`src/rtl/sram_bus_arbiter_if.sv`:
```
`default_nettype none
// ============================================================================
// Module      : sram_bus_arbiter_if
// Description : Signal bundle around the fetch/data to single-bus arbiter.
//               inst_* : fetch requester (read-only, word)
//               data_* : data requester (read/write, byte/half/word)
//               bus_*  : shared sram-like bus toward the bus bridge
//               Split handshake: req/addr_ok for the address phase,
//               data_ok/rdata for the in-order response phase.
//               modport master : arbiter side
//               modport slave  : requesters + bus bridge side
// Revision    : 1.0 - initial release
// ============================================================================
interface sram_bus_arbiter_if #(
    parameter int ADDR_W = 32
) ();
    // fetch requester
    logic              inst_req;
    logic [ADDR_W-1:0] inst_addr;
    logic              inst_addr_ok;
    logic              inst_data_ok;
    logic [31:0]       inst_rdata;
    // data requester
    logic              data_req;
    logic              data_wr;
    logic [1:0]        data_size;
    logic [3:0]        data_wstrb;
    logic [ADDR_W-1:0] data_addr;
    logic [31:0]       data_wdata;
    logic              data_addr_ok;
    logic              data_data_ok;
    logic [31:0]       data_rdata;
    // shared bus
    logic              bus_req;
    logic              bus_wr;
    logic [1:0]        bus_size;
    logic [3:0]        bus_wstrb;
    logic [ADDR_W-1:0] bus_addr;
    logic [31:0]       bus_wdata;
    logic              bus_addr_ok;
    logic              bus_data_ok;
    logic [31:0]       bus_rdata;

    modport master (
        input  inst_req, inst_addr,
        input  data_req, data_wr, data_size, data_wstrb, data_addr, data_wdata,
        input  bus_addr_ok, bus_data_ok, bus_rdata,
        output inst_addr_ok, inst_data_ok, inst_rdata,
        output data_addr_ok, data_data_ok, data_rdata,
        output bus_req, bus_wr, bus_size, bus_wstrb, bus_addr, bus_wdata
    );

    modport slave (
        output inst_req, inst_addr,
        output data_req, data_wr, data_size, data_wstrb, data_addr, data_wdata,
        output bus_addr_ok, bus_data_ok, bus_rdata,
        input  inst_addr_ok, inst_data_ok, inst_rdata,
        input  data_addr_ok, data_data_ok, data_rdata,
        input  bus_req, bus_wr, bus_size, bus_wstrb, bus_addr, bus_wdata
    );
endinterface
`default_nettype wire

```
`src/rtl/sram_bus_arbiter.sv`:
```
`default_nettype none
// ============================================================================
// Module      : sram_bus_arbiter
// Description : Shares one sram-like bus between the fetch stage and the
//               memory stage. A grant is held stable across a stalled
//               address handshake, and an in-order ID FIFO steers each
//               response back to the requester that issued it.
// Ports       : clk, reset   - clock, synchronous active-high reset
//               arb          - sram_bus_arbiter_if.master (inst_*, data_*,
//                              bus_* handshake groups)
//               proto_err    - sticky: bus_data_ok with nothing outstanding
// Options     : `define ARB_ROUND_ROBIN_EN  -> alternate grants on contention
//               (default: fixed priority, data over inst)
// Revision    : 1.0 - initial release
// ============================================================================
module sram_bus_arbiter #(
    parameter int MAX_OUTST = 4,
    parameter int ADDR_W    = 32
) (
    input  wire logic               clk,
    input  wire logic               reset,
    sram_bus_arbiter_if.master      arb,
    output logic                    proto_err
);
    localparam int PTR_W = $clog2(MAX_OUTST);
    localparam int CNT_W = PTR_W + 1;
    localparam logic SEL_INST = 1'b0;
    localparam logic SEL_DATA = 1'b1;
    localparam logic [CNT_W-1:0] C_FULL = CNT_W'(MAX_OUTST);

    typedef enum logic {
        ST_IDLE = 1'b0,
        ST_LOCK = 1'b1
    } state_t;

    state_t               r_state;
    logic                 r_lock_sel;
    logic [MAX_OUTST-1:0] r_fifo;
    logic [PTR_W-1:0]     r_wr_ptr;
    logic [PTR_W-1:0]     r_rd_ptr;
    logic [CNT_W-1:0]     r_count;
    logic                 r_proto_err;

    logic                 w_full;
    logic                 w_empty;
    logic                 w_pick;
    logic                 w_sel;
    logic                 w_bus_req;
    logic                 w_push;
    logic                 w_pop;
    logic                 w_head;
    logic                 w_bus_wr;
    logic [1:0]           w_bus_size;
    logic [3:0]           w_bus_wstrb;
    logic [ADDR_W-1:0]    w_bus_addr;
    logic [31:0]          w_bus_wdata;

    // Full is judged on the registered count, so a pop in the same cycle
    // does not open a new grant.
    assign w_full  = (r_count == C_FULL);
    assign w_empty = (r_count == '0);

`ifdef ARB_ROUND_ROBIN_EN
    logic r_last_grant;
    assign w_pick = (arb.inst_req && arb.data_req) ? ~r_last_grant : arb.data_req;
`else
    assign w_pick = arb.data_req;
`endif

    // Grant selection. While locked the bus follows the locked requester's
    // req as-is, even if a higher-priority request shows up.
    always_comb begin
        w_sel     = w_pick;
        w_bus_req = 1'b0;
        if (r_state == ST_LOCK) begin
            w_sel     = r_lock_sel;
            w_bus_req = r_lock_sel ? arb.data_req : arb.inst_req;
        end else begin
            w_bus_req = !w_full && (arb.inst_req || arb.data_req);
        end
        if (reset) begin
            w_bus_req = 1'b0;
        end
    end

    // Bus fields are zero whenever no request is driven.
    always_comb begin
        w_bus_wr    = 1'b0;
        w_bus_size  = 2'd0;
        w_bus_wstrb = 4'd0;
        w_bus_addr  = '0;
        w_bus_wdata = 32'd0;
        if (w_bus_req) begin
            if (w_sel == SEL_DATA) begin
                w_bus_wr    = arb.data_wr;
                w_bus_size  = arb.data_size;
                w_bus_wstrb = arb.data_wstrb;
                w_bus_addr  = arb.data_addr;
                w_bus_wdata = arb.data_wdata;
            end else begin
                w_bus_size  = 2'd2;
                w_bus_addr  = arb.inst_addr;
            end
        end
    end

    assign arb.bus_req   = w_bus_req;
    assign arb.bus_wr    = w_bus_wr;
    assign arb.bus_size  = w_bus_size;
    assign arb.bus_wstrb = w_bus_wstrb;
    assign arb.bus_addr  = w_bus_addr;
    assign arb.bus_wdata = w_bus_wdata;

    assign w_push = w_bus_req && arb.bus_addr_ok;
    assign w_pop  = arb.bus_data_ok && !w_empty && !reset;
    assign w_head = r_fifo[r_rd_ptr];

    assign arb.inst_addr_ok = w_push && (w_sel == SEL_INST);
    assign arb.data_addr_ok = w_push && (w_sel == SEL_DATA);
    assign arb.inst_data_ok = w_pop && (w_head == SEL_INST);
    assign arb.data_data_ok = w_pop && (w_head == SEL_DATA);
    assign arb.inst_rdata   = arb.bus_rdata;
    assign arb.data_rdata   = arb.bus_rdata;
    assign proto_err        = r_proto_err && !reset;

    always_ff @(posedge clk) begin
        if (reset) begin
            r_state     <= ST_IDLE;
            r_lock_sel  <= SEL_INST;
            r_fifo      <= '0;
            r_wr_ptr    <= '0;
            r_rd_ptr    <= '0;
            r_count     <= '0;
            r_proto_err <= 1'b0;
`ifdef ARB_ROUND_ROBIN_EN
            r_last_grant <= SEL_INST;
`endif
        end else begin
            if (r_state == ST_IDLE) begin
                if (w_bus_req && !arb.bus_addr_ok) begin
                    r_state    <= ST_LOCK;
                    r_lock_sel <= w_sel;
                end
            end else if (arb.bus_addr_ok) begin
                r_state <= ST_IDLE;
            end

            if (w_push) begin
                r_fifo[r_wr_ptr] <= w_sel;
                r_wr_ptr         <= r_wr_ptr + PTR_W'(1);
            end
            if (w_pop) begin
                r_rd_ptr <= r_rd_ptr + PTR_W'(1);
            end
            if (w_push && !w_pop) begin
                r_count <= r_count + CNT_W'(1);
            end else if (!w_push && w_pop) begin
                r_count <= r_count - CNT_W'(1);
            end

            if (arb.bus_data_ok && w_empty) begin
                r_proto_err <= 1'b1;
            end
`ifdef ARB_ROUND_ROBIN_EN
            if (w_push) begin
                r_last_grant <= w_sel;
            end
`endif
        end
    end
endmodule
`default_nettype wire

```
`src/flat_wrapper.sv`:
```
// flat-port wrapper written by rule: the top's interface ports become plain ports
module sram_bus_arbiter_flat 
#(
    parameter int MAX_OUTST = 4,
    parameter int ADDR_W    = 32
)
  (clk, reset, proto_err, arb_inst_req, arb_inst_addr, arb_data_req, arb_data_wr, arb_data_size, arb_data_wstrb, arb_data_addr, arb_data_wdata, arb_bus_addr_ok, arb_bus_data_ok, arb_bus_rdata, arb_inst_addr_ok, arb_inst_data_ok, arb_inst_rdata, arb_data_addr_ok, arb_data_data_ok, arb_data_rdata, arb_bus_req, arb_bus_wr, arb_bus_size, arb_bus_wstrb, arb_bus_addr, arb_bus_wdata);
  sram_bus_arbiter_if #(.ADDR_W(ADDR_W)) arb_i ();
  input  wire logic clk;
  input  wire logic reset;
  output logic proto_err;
  input wire logic [$bits(arb_i.inst_req)-1:0] arb_inst_req;
  input wire logic [$bits(arb_i.inst_addr)-1:0] arb_inst_addr;
  input wire logic [$bits(arb_i.data_req)-1:0] arb_data_req;
  input wire logic [$bits(arb_i.data_wr)-1:0] arb_data_wr;
  input wire logic [$bits(arb_i.data_size)-1:0] arb_data_size;
  input wire logic [$bits(arb_i.data_wstrb)-1:0] arb_data_wstrb;
  input wire logic [$bits(arb_i.data_addr)-1:0] arb_data_addr;
  input wire logic [$bits(arb_i.data_wdata)-1:0] arb_data_wdata;
  input wire logic [$bits(arb_i.bus_addr_ok)-1:0] arb_bus_addr_ok;
  input wire logic [$bits(arb_i.bus_data_ok)-1:0] arb_bus_data_ok;
  input wire logic [$bits(arb_i.bus_rdata)-1:0] arb_bus_rdata;
  output wire logic [$bits(arb_i.inst_addr_ok)-1:0] arb_inst_addr_ok;
  output wire logic [$bits(arb_i.inst_data_ok)-1:0] arb_inst_data_ok;
  output wire logic [$bits(arb_i.inst_rdata)-1:0] arb_inst_rdata;
  output wire logic [$bits(arb_i.data_addr_ok)-1:0] arb_data_addr_ok;
  output wire logic [$bits(arb_i.data_data_ok)-1:0] arb_data_data_ok;
  output wire logic [$bits(arb_i.data_rdata)-1:0] arb_data_rdata;
  output wire logic [$bits(arb_i.bus_req)-1:0] arb_bus_req;
  output wire logic [$bits(arb_i.bus_wr)-1:0] arb_bus_wr;
  output wire logic [$bits(arb_i.bus_size)-1:0] arb_bus_size;
  output wire logic [$bits(arb_i.bus_wstrb)-1:0] arb_bus_wstrb;
  output wire logic [$bits(arb_i.bus_addr)-1:0] arb_bus_addr;
  output wire logic [$bits(arb_i.bus_wdata)-1:0] arb_bus_wdata;
  assign arb_i.inst_req = arb_inst_req;
  assign arb_i.inst_addr = arb_inst_addr;
  assign arb_i.data_req = arb_data_req;
  assign arb_i.data_wr = arb_data_wr;
  assign arb_i.data_size = arb_data_size;
  assign arb_i.data_wstrb = arb_data_wstrb;
  assign arb_i.data_addr = arb_data_addr;
  assign arb_i.data_wdata = arb_data_wdata;
  assign arb_i.bus_addr_ok = arb_bus_addr_ok;
  assign arb_i.bus_data_ok = arb_bus_data_ok;
  assign arb_i.bus_rdata = arb_bus_rdata;
  assign arb_inst_addr_ok = arb_i.inst_addr_ok;
  assign arb_inst_data_ok = arb_i.inst_data_ok;
  assign arb_inst_rdata = arb_i.inst_rdata;
  assign arb_data_addr_ok = arb_i.data_addr_ok;
  assign arb_data_data_ok = arb_i.data_data_ok;
  assign arb_data_rdata = arb_i.data_rdata;
  assign arb_bus_req = arb_i.bus_req;
  assign arb_bus_wr = arb_i.bus_wr;
  assign arb_bus_size = arb_i.bus_size;
  assign arb_bus_wstrb = arb_i.bus_wstrb;
  assign arb_bus_addr = arb_i.bus_addr;
  assign arb_bus_wdata = arb_i.bus_wdata;
  sram_bus_arbiter #(.MAX_OUTST(MAX_OUTST), .ADDR_W(ADDR_W)) u_core (.clk(clk), .reset(reset), .arb(arb_i), .proto_err(proto_err));
endmodule
```
`config.mk`:
```
export PLATFORM = sky130hd
export DESIGN_NAME = sram_bus_arbiter_flat
export DESIGN_NICKNAME = d
export VERILOG_FILES = /design/src/rtl/sram_bus_arbiter_if.sv /design/src/rtl/sram_bus_arbiter.sv /design/src/flat_wrapper.sv
export SDC_FILE = /design/constraint.sdc
export NUM_CORES = 1
export LEC_CHECK = 0
export CORE_AREA = 4 4 106 108
export DETAILED_ROUTE_END_ITERATION = 10
export DIE_AREA = 0 0 110 112
export HOLD_SLACK_MARGIN = 0.12
export PLACE_DENSITY = 0.72
export SLEW_MARGIN = 40
export SYNTH_ARGS = -nofsm -noshare
export SYNTH_HDL_FRONTEND = slang
export SYNTH_SLANG_ARGS = --single-unit
```
`constraint.sdc`:
```
create_clock -name clk -period 5 [get_ports clk]
set_clock_uncertainty 0.2 [all_clocks]
set_input_delay 0.75 -clock clk [delete_from_list [all_inputs] [get_ports clk]]
set_output_delay 0.75 -clock clk [all_outputs]
set_load 0.1 [all_outputs]
```
==> impl_metrics.ini, run 1 <==
[grt]
grt_pass1_wl_um = 12100
grt_util_all_layers_pct = 12.3
grt_pass1_vias = 2392
grt_antenna_before_repair = 0
grt_max_degree = 39
gr-total-overflow = 0

[power_and_ir_drop]
power_density_nw_per_um2 = 305
ir_drop_v = 0.000147
p_total_mw = 1.03
p_leak_nw = 1.50

[timing]
fin_crit_sh_pct = 75.5
fmax_mhz = 265
setup_viol = 0
slew-limit-headroom_pct = 57.5
hold_viol = 0
worst_pin_slew_ns = 0.638
tns_ns = 0
layout_min_cycle_time_ns = 3.78
rsz0062_at_grt = false
holdWs_ns = 0.258
slew_violations = 0

[clocking]
clock_path_buffers = 2
cts_tree = done
cts.clk_slew.worst_paths_ns = 0.06
cts.repair.resized = 0
numCtsBuffers = 3
htreeDepth = 1
postCtsSetupRepairBufs = 0
clk_latency_ns = 0.24
cts_hold_buf = 0
cts_root_buffer = clkbuf_8
clock-sinks = 14

[synth]
syn_avg_cell_area_um2 = 6.71
ys_types = 37
ys_seq_area_share_pct = 13.8
ys_async_sr_fraction_pct = 0
syn_nets = 450
syn_area_um2 = 2030
syn_inst = 303
synth_flop_cell = dfxtp_1
synth_edf_count = 0
ys_warn_count = 0
synth_seq_cells = 14

[final_layout]
layout-drive-gt1-share_pct = 22.9
area_delta_synth_final_pct = 66.6
diodes = 0
nets = 563
final_cells = 551
nFillCells = 1080
regArea_um2 = 280
multi_input_area_um2 = 1160

[die]
die_h_um = 112
core_um2 = 10200
rows = 37
die_area_um2 = 12300
fp.dieW_um = 110
io_pins = 282
start_util_pct = 19.9

[setup_path]
cp.required_ns = 4.05
path_common_cell = buf_4
cp-end-kind = primary output
critical_path.top_delay_family = buffers and inverters
critical_path_class = in -> out
arrival_ns = 2.83
path_cells = clkdlybuf4s50_1 > mux2i_1 > nand2b_1 > a21o_2 > buf_4 > a21oi_1 > buf_4
cp-start-kind = input port
cp_slowest_cell = a21o_2
worst-path-buf-inv = 3
crit_fanout = 33
slowest_delay_ns = 0.54

[placed_design]
numPortBuffers = 185
detailedPlacementHpwl_um = 7400
globalplace.congestion = 0.859
dp_cells = 547

[route]
drtAntennaViolNets = 0
vias_per_cell = 4.18
first_pass_iters = 4
wire_per_inst_um = 15.5
post-route-drc-count = 0
vias = 2304
drt_iter0_markers = 133
routed_wl_um = 8540

[flow_run]
maxCapViolations = 0

[status]
status = finished, final reports clean

[min_path]
hold_class = reg -> reg
## layout make-up
cell class / count / share of cell area [%]
Clock buffer: 4 / 1.63
Inverter: 6 / 0.665
Timing Repair Buffer: 190 / 50.1
Multi-Input combinational cell: 201 / 34.3
Tap cell: 136 / 5.03
Sequential cell: 14 / 8.28
## final timing paths
kind                           start                  to  slack [ns]  depth (start not counted)
setup / recovery        arb_data_req    arb_bus_addr[29]        1.22                          7
hold / removal    u_core.r_proto_err  u_core.r_proto_err        0.26                          2
setup reg to reg      u_core.r_state   u_core.r_count[2]        1.99                         10
hold reg to reg   u_core.r_proto_err  u_core.r_proto_err        0.26                          2
## worst register-to-register path, stage by stage (launching register included)
cell      delay [ns]
dfxtp_1         0.40
o21bai_4        0.24
or2_1           0.26
a21o_2          0.41
nor2_1          0.19
ha_1            0.20
inv_1           0.06
fa_1            0.37
xor2_1          0.16
or3_1           0.32
a21oi_1         0.14
## Yosys cell counts, drive strengths merged, types with 2 or more instances
master	instances	area share [%]
buf	73	27
xor2	4	1.7
mux2i	4	2.0
and2	38	12
dfxtp	14	14
inv	6	1.1
a21oi	37	9.1
nor2	15	2.8
ha	5	3.1
nand2b	2	0.62
nor2b	3	0.92
nand2	66	12
nor3	4	0.99
clkbuf	9	1.7
or2	2	0.62
a311oi	3	1.3
o21ai	3	0.74
## state kept, by name (all words and copies together) (netlist names)
signal              flops
u_core.r_lock_sel       1
u_core.r_wr_ptr         2
u_core.r_state          1
u_core.r_proto_err      1
u_core.r_count          3
u_core.r_rd_ptr         2
u_core.r_fifo           4
## through the flow
step,utilization [%],area (um2),setup WS (ns)
floorplan,-,2030,0.616
global placement,32.5,3330,0.887
detailed placement,32.5,3330,1.16
CTS,33.1,3380,1.18
global route,33.1,3380,1.02
finish,33.1,3380,1.22
## report_power, final
| part | total, mW | leakage [nW] | internal, mW | switching, mW |
|---|---|---|---|---|
| sequential | 0.155 | 0.115 | 0.133 | 0.0220 |
| clock | 0.109 | 0.0288 | 0.0697 | 0.0397 |
| combinational | 0.767 | 1.36 | 0.224 | 0.543 |
| total | 1.03 | 1.50 | 0.426 | 0.605 |
## kinds of logic (layout without fill, tap and decap cells)
family,after synthesis,count (layout),synth area share (%)
muxes,5,5,3.08
DFF,14,14,13.8
buffers and inverters,88,200,29.7
adders and majority gates,6,6,4.06
xor gates and xnor gates,5,5,2.16
AOI/OAI and AO/OA,50,50,15.5
and+or+nand+nor,135,135,31.7
## routing by layer
| metal | track usage, % | routed length (um) | up-vias |
|---|---|---|---|
| met1 | 12.8 | 3030 | 1023 |
| met5 | 0 | 0 | - |
| met4 | 2.33 | 76 | 0 |
| met2 | 24.0 | 4530 | 149 |
| li1 | - | - | 1126 |
| met3 | 3.36 | 897 | 6 |
## layout by cell type, fill, tap and decap left out, drive strengths merged, types with 2 or more instances in the layout
cell type / synthesis / layout
a21oi: 37 / 37
a311oi: 3 / 3
and2: 38 / 38
buf: 73 / 82
clkbuf: 9 / 4
clkdlybuf4s50: 0 / 108
dfxtp: 14 / 14
ha: 5 / 5
inv: 6 / 6
mux2i: 4 / 4
nand2: 66 / 66
nand2b: 2 / 2
nor2: 15 / 15
nor2b: 3 / 3
nor3: 4 / 4
o21ai: 3 / 3
or2: 2 / 2
xor2: 4 / 4
No activity file was read; power rests on OpenSTA's default activity.
==> run 2, diff against run 1 <==
--- a/config.mk
+++ b/config.mk
@@ -5,11 +5,11 @@
 export SDC_FILE = /design/constraint.sdc
 export NUM_CORES = 1
 export LEC_CHECK = 0
-export CORE_AREA = 4 4 106 108
+export CORE_AREA = 4 4 107 109
 export DETAILED_ROUTE_END_ITERATION = 10
-export DIE_AREA = 0 0 110 112
+export DIE_AREA = 0 0 111 113
 export HOLD_SLACK_MARGIN = 0.12
-export PLACE_DENSITY = 0.72
+export PLACE_DENSITY = 0.73
 export SLEW_MARGIN = 40
 export SYNTH_ARGS = -nofsm -noshare
 export SYNTH_HDL_FRONTEND = slang
==> constraint.sdc (replaced) <==
create_clock -name clk -period 3.4 [get_ports clk]
set_clock_uncertainty 0.2 [all_clocks]
set_input_delay 0.51 -clock clk [delete_from_list [all_inputs] [get_ports clk]]
set_output_delay 0.51 -clock clk [all_outputs]
set_load 0.1 [all_outputs]
==> run 2 against run 1 <==
Sequential share of layout area fell by 2.1 points. Final area up 33%. Combinational power is 84% higher. Critical path depth is the same. Non-clock buffer count unchanged. Critical path type unchanged. Global-route usage is 0.72 points higher.
==> impl_metrics.ini, run 2 (synthesized netlist as in run 1, its figures left out) <==
[setup_path]
critical_path.top_delay_family = buffers and inverters
slowest_delay_ns = 0.56
cp_slowest_cell = clkdlybuf4s50_1
cp.required_ns = 2.69
cp-end-kind = primary output
path_common_cell = buf_12
path_cells = clkdlybuf4s50_1 > o21bai_4 > or2_1 > a21o_2 > buf_12 > nor3_1 > buf_12
cp-start-kind = input port
arrival_ns = 2.50
critical_path_class = in -> out
worst-path-buf-inv = 3
crit_fanout = 36

[timing]
hold_viol = 0
rsz0062_at_grt = false
slew_violations = 0
slew-limit-headroom_pct = 70.1
setup_viol = 0
layout_min_cycle_time_ns = 3.21
fin_crit_sh_pct = 94.4
worst_pin_slew_ns = 0.449
tns_ns = 0
fmax_mhz = 312

[final_layout]
nets = 563
mostFrequentLayoutCells = clkdlybuf4s50_1, buf_12, nand2_1, and2_1, a21oi_2
area_delta_synth_final_pct = 122
diodes = 0
layout-drive-gt1-share_pct = 29.4
reg_top3 = u_core.r_fifo (4), u_core.r_count (3)
final_common_cell = clkdlybuf4s50_1
regMostFlops = u_core.r_fifo
largest_reg_flops = 4

[die]
start_util_pct = 19.2
io_pins = 282
rows = 38
core_um2 = 10600
fp.dieW_um = 111
die_area_um2 = 12500
die_h_um = 113

[route]
vias = 2341
drt_iter0_markers = 118
vias_per_cell = 4.22
first_pass_iters = 4
wire_per_inst_um = 15.9
post-route-drc-count = 0
drtAntennaViolNets = 0
routed_wl_um = 8810

[power_and_ir_drop]
p_leak_nw = 1.75
p_total_mw = 1.80
ir_drop_v = 0.000218
power_density_nw_per_um2 = 399

[clocking]
cts.repair.resized = 0
clk_latency_ns = 0.24
clock_path_buffers = 2
postCtsSetupRepairBufs = 0
htreeDepth = 1
numCtsBuffers = 3
cts.clk_slew.worst_paths_ns = 0.06
cts_root_buffer = clkbuf_8
cts_tree = done
clock-sinks = 14
cts_hold_buf = 0

[placed_design]
numPortBuffers = 185
detailedPlacementHpwl_um = 7680
globalplace.congestion = 0.801

[grt]
grt_util_all_layers_pct = 13.0
grt_antenna_before_repair = 0
grt_pass1_vias = 2511
gr-total-overflow = 0
grt_pass1_wl_um = 13300
grt_max_degree = 39

[flow_run]
maxCapViolations = 0

[min_path]
hold_class = reg -> reg

[status]
status = finished, final reports clean
## run 2: cell count changes in the layout (fill, tap and decap cells not counted)
cell,before,now
buf_12,0,81
a21oi_1,37,10
a21oi_2,0,27
buf_4,82,1
## run 2: worst reg2reg max path, cell delays in order (launching register included)
cell	delay, ns
dfxtp_1	0.39
o21bai_4	0.23
or2_1	0.27
a21o_2	0.24
nor2_1	0.10
ha_1	0.19
inv_1	0.06
fa_1	0.37
xor2_1	0.16
or3_1	0.30
a21oi_1	0.13
## run 2: path summary, 6_finish.rpt
kind	start	endpoint	slack, ns	cells after the start
max	arb_data_req	arb_data_addr_ok	0.19	7
min	u_core.r_proto_err	u_core.r_proto_err	0.27	2
max reg2reg	u_core.r_state	u_core.r_count[2]	0.69	10
min reg2reg	u_core.r_proto_err	u_core.r_proto_err	0.27	2
## run 2: where the power goes
part | switching, mW | total, mW | internal [mW] | leakage (nW)
Combinational | 0.867 | 1.41 | 0.544 | 1.61
Sequential | 0.0330 | 0.228 | 0.195 | 0.115
Clock | 0.0552 | 0.158 | 0.102 | 0.0288
## run 2: metal layers
| metal | GRT usage (%) | up-vias | share of wire, % |
|---|---|---|---|
| met5 | 0 | - | 0 |
| met4 | 2.46 | 0 | 0.83 |
| met3 | 4.81 | 6 | 9.3 |
| met2 | 26.5 | 146 | 57 |
| met1 | 12.4 | 1060 | 33 |
| li1 | - | 1129 | - |
## run 2: area by class of cell
| class | instances | area [um2] |
|---|---|---|
| fill | 1011 | 6100 |
| tap | 140 | 175 |
| multi-input combinational | 201 | 1260 |
| inverter | 6 | 22.5 |
| clock buffer | 4 | 55.1 |
| sequential | 14 | 280 |
| timing repair buffer | 190 | 2710 |
## run 2: stage by stage
stage               utilization [%]  hold slack [ns]  instances  cell area (um2)  worst slack, ns
floorplan                         -            0.229        303             2130           -0.508
global placement               42.0            0.248        551             4450            0.165
detailed placement             42.0            0.263        551             4450            0.105
CTS                            42.5            0.279        555             4500            0.180
global route                   42.5            0.309        555             4500           0.0832
finish                         42.5            0.267        555             4500            0.191
==> run 3, diff against run 2 <==
--- a/config.mk
+++ b/config.mk
@@ -5,7 +5,10 @@
 export SDC_FILE = /design/constraint.sdc
 export NUM_CORES = 1
 export LEC_CHECK = 0
+export ABC_CLOCK_PERIOD_IN_PS = 3400
+export CAP_MARGIN = 20
 export CORE_AREA = 4 4 107 109
+export CTS_BUF_LIST = sky130_fd_sc_hd__clkbuf_16
 export DETAILED_ROUTE_END_ITERATION = 10
 export DIE_AREA = 0 0 111 113
 export HOLD_SLACK_MARGIN = 0.12
==> run 3 against run 2 <==
First-iteration DRC count increased by 4.2%. Critical path type unchanged. Hold slack got worse by 0.0029 ns. Highest routed layer unchanged. Final area increased by 0.53%. Flip-flop and latch count stayed put.
==> impl_metrics.ini, run 3 (synthesized netlist as in run 1, its figures left out) <==
[timing]
setup_viol = 0
layout_min_cycle_time_ns = 3.21
hold_viol = 0
fmax_mhz = 311
rsz0062_at_grt = false
worst_pin_slew_ns = 0.449
slew_violations = 0
holdWs_ns = 0.264
fin_crit_sh_pct = 94.5
slew-limit-headroom_pct = 70.1

[status]
status = finished, final reports clean

[die]
core_um2 = 10600
die_area_um2 = 12500
fp.dieW_um = 111
rows = 38
die_h_um = 113
io_pins = 282
start_util_pct = 19.2

[grt]
grt_pass1_wl_um = 13400
grt_max_degree = 39
grt_antenna_before_repair = 0
grt_util_all_layers_pct = 13.1
grt_pass1_vias = 2525
gr-total-overflow = 0

[min_path]
hold_class = reg -> reg

[power_and_ir_drop]
power_density_nw_per_um2 = 410
ir_drop_v = 0.000218
p_leak_nw = 1.76

[final_layout]
nFillCells = 1007
final_common_cell = clkdlybuf4s50_1
area_delta_synth_final_pct = 123
nets = 563
utilization_pct = 42.7
layout-drive-gt1-share_pct = 29.2
largest_reg_flops = 4
mostFrequentLayoutCells = clkdlybuf4s50_1, buf_12, nand2_1, and2_1, a21oi_2
reg_top3 = u_core.r_fifo (4), u_core.r_count (3)
regMostFlops = u_core.r_fifo
diodes = 0

[clocking]
clock-sinks = 14
cts.clk_slew.worst_paths_ns = 0.04
htreeDepth = 1
postCtsSetupRepairBufs = 0
cts_tree = done
cts_hold_buf = 0
cts_root_buffer = clkbuf_16
numCtsBuffers = 3
cts.repair.resized = 0
clk_latency_ns = 0.24
clock_path_buffers = 2

[route]
vias = 2336
wire_per_inst_um = 15.9
routed_wl_um = 8820
drt_iter0_markers = 123
post-route-drc-count = 0
first_pass_iters = 4
vias_per_cell = 4.21
drtAntennaViolNets = 0

[setup_path]
cp.required_ns = 2.69
cp-start-kind = input port
crit_fanout = 36
arrival_ns = 2.50
cp-end-kind = primary output
critical_path_class = in -> out

[flow_run]
maxCapViolations = 0

[placed_design]
globalplace.congestion = 0.801
numPortBuffers = 185
detailedPlacementHpwl_um = 7680
==> run 3: cell count changes in the layout (fill, tap and decap cells not counted), sizes merged <==
cell / delta
clkinv: +1
clkbuf: -1
==> run 3: area by class of cell <==
cell class / instances / area [um2] / area share, %
clock buffers: 3 / 75.1 / 1.66
clock inverters: 1 / 3.75 / 0.0829
inverters: 6 / 22.5 / 0.497
multi-input cells: 201 / 1260 / 27.9
flip-flops and latches: 14 / 280 / 6.19
well taps: 140 / 175 / 3.87
repair buffers: 190 / 2710 / 59.9
==> run 3: routing by layer <==
| metal | part of all wire (%) | vias to the layer above | GRT usage, % |
|---|---|---|---|
| li1 | - | 1125 | - |
| met1 | 33 | 1059 | 12.5 |
| met2 | 57 | 146 | 26.6 |
| met3 | 9.2 | 6 | 4.97 |
| met4 | 0.83 | 0 | 2.46 |
| met5 | 0 | - | 0 |
==> run 3: per-stage QoR <==
step                      instances  TNS, ns  area, um2  setup WS (ns)  power (mW)
after floorplan                 303    -1.04       2130         -0.508        1.44
after global placement          551        0       4450          0.165        1.63
after detailed placement        551        0       4450          0.105        1.65
after CTS                       555        0       4530          0.180        1.88
after global routing            555        0       4530         0.0830        1.94
final                           555        0       4530          0.186        1.86
==> run 3: final timing paths <==
check / from / endpoint / slack, ns / cells past startpoint
min reg2reg: u_core.r_proto_err / u_core.r_proto_err / 0.26 / 2
max reg2reg: u_core.r_state / u_core.r_count[2] / 0.67 / 10
max: arb_data_req / arb_data_addr_ok / 0.19 / 7
min: u_core.r_proto_err / u_core.r_proto_err / 0.26 / 2
==> run 3: worst max-delay path, cell delays in order <==
cell and delay, ns:
clkdlybuf4s50_1 0.56, o21bai_4 0.11, or2_1 0.27, a21o_2 0.24, buf_12 0.18, nor3_1 0.37
buf_12 0.23
==> run 3: where the power goes <==
| part | internal, mW | switching (mW) |
|---|---|---|
| Combinational | 0.544 | 0.869 |
| Sequential | 0.196 | 0.0331 |
| Clock | 0.155 | 0.0605 |
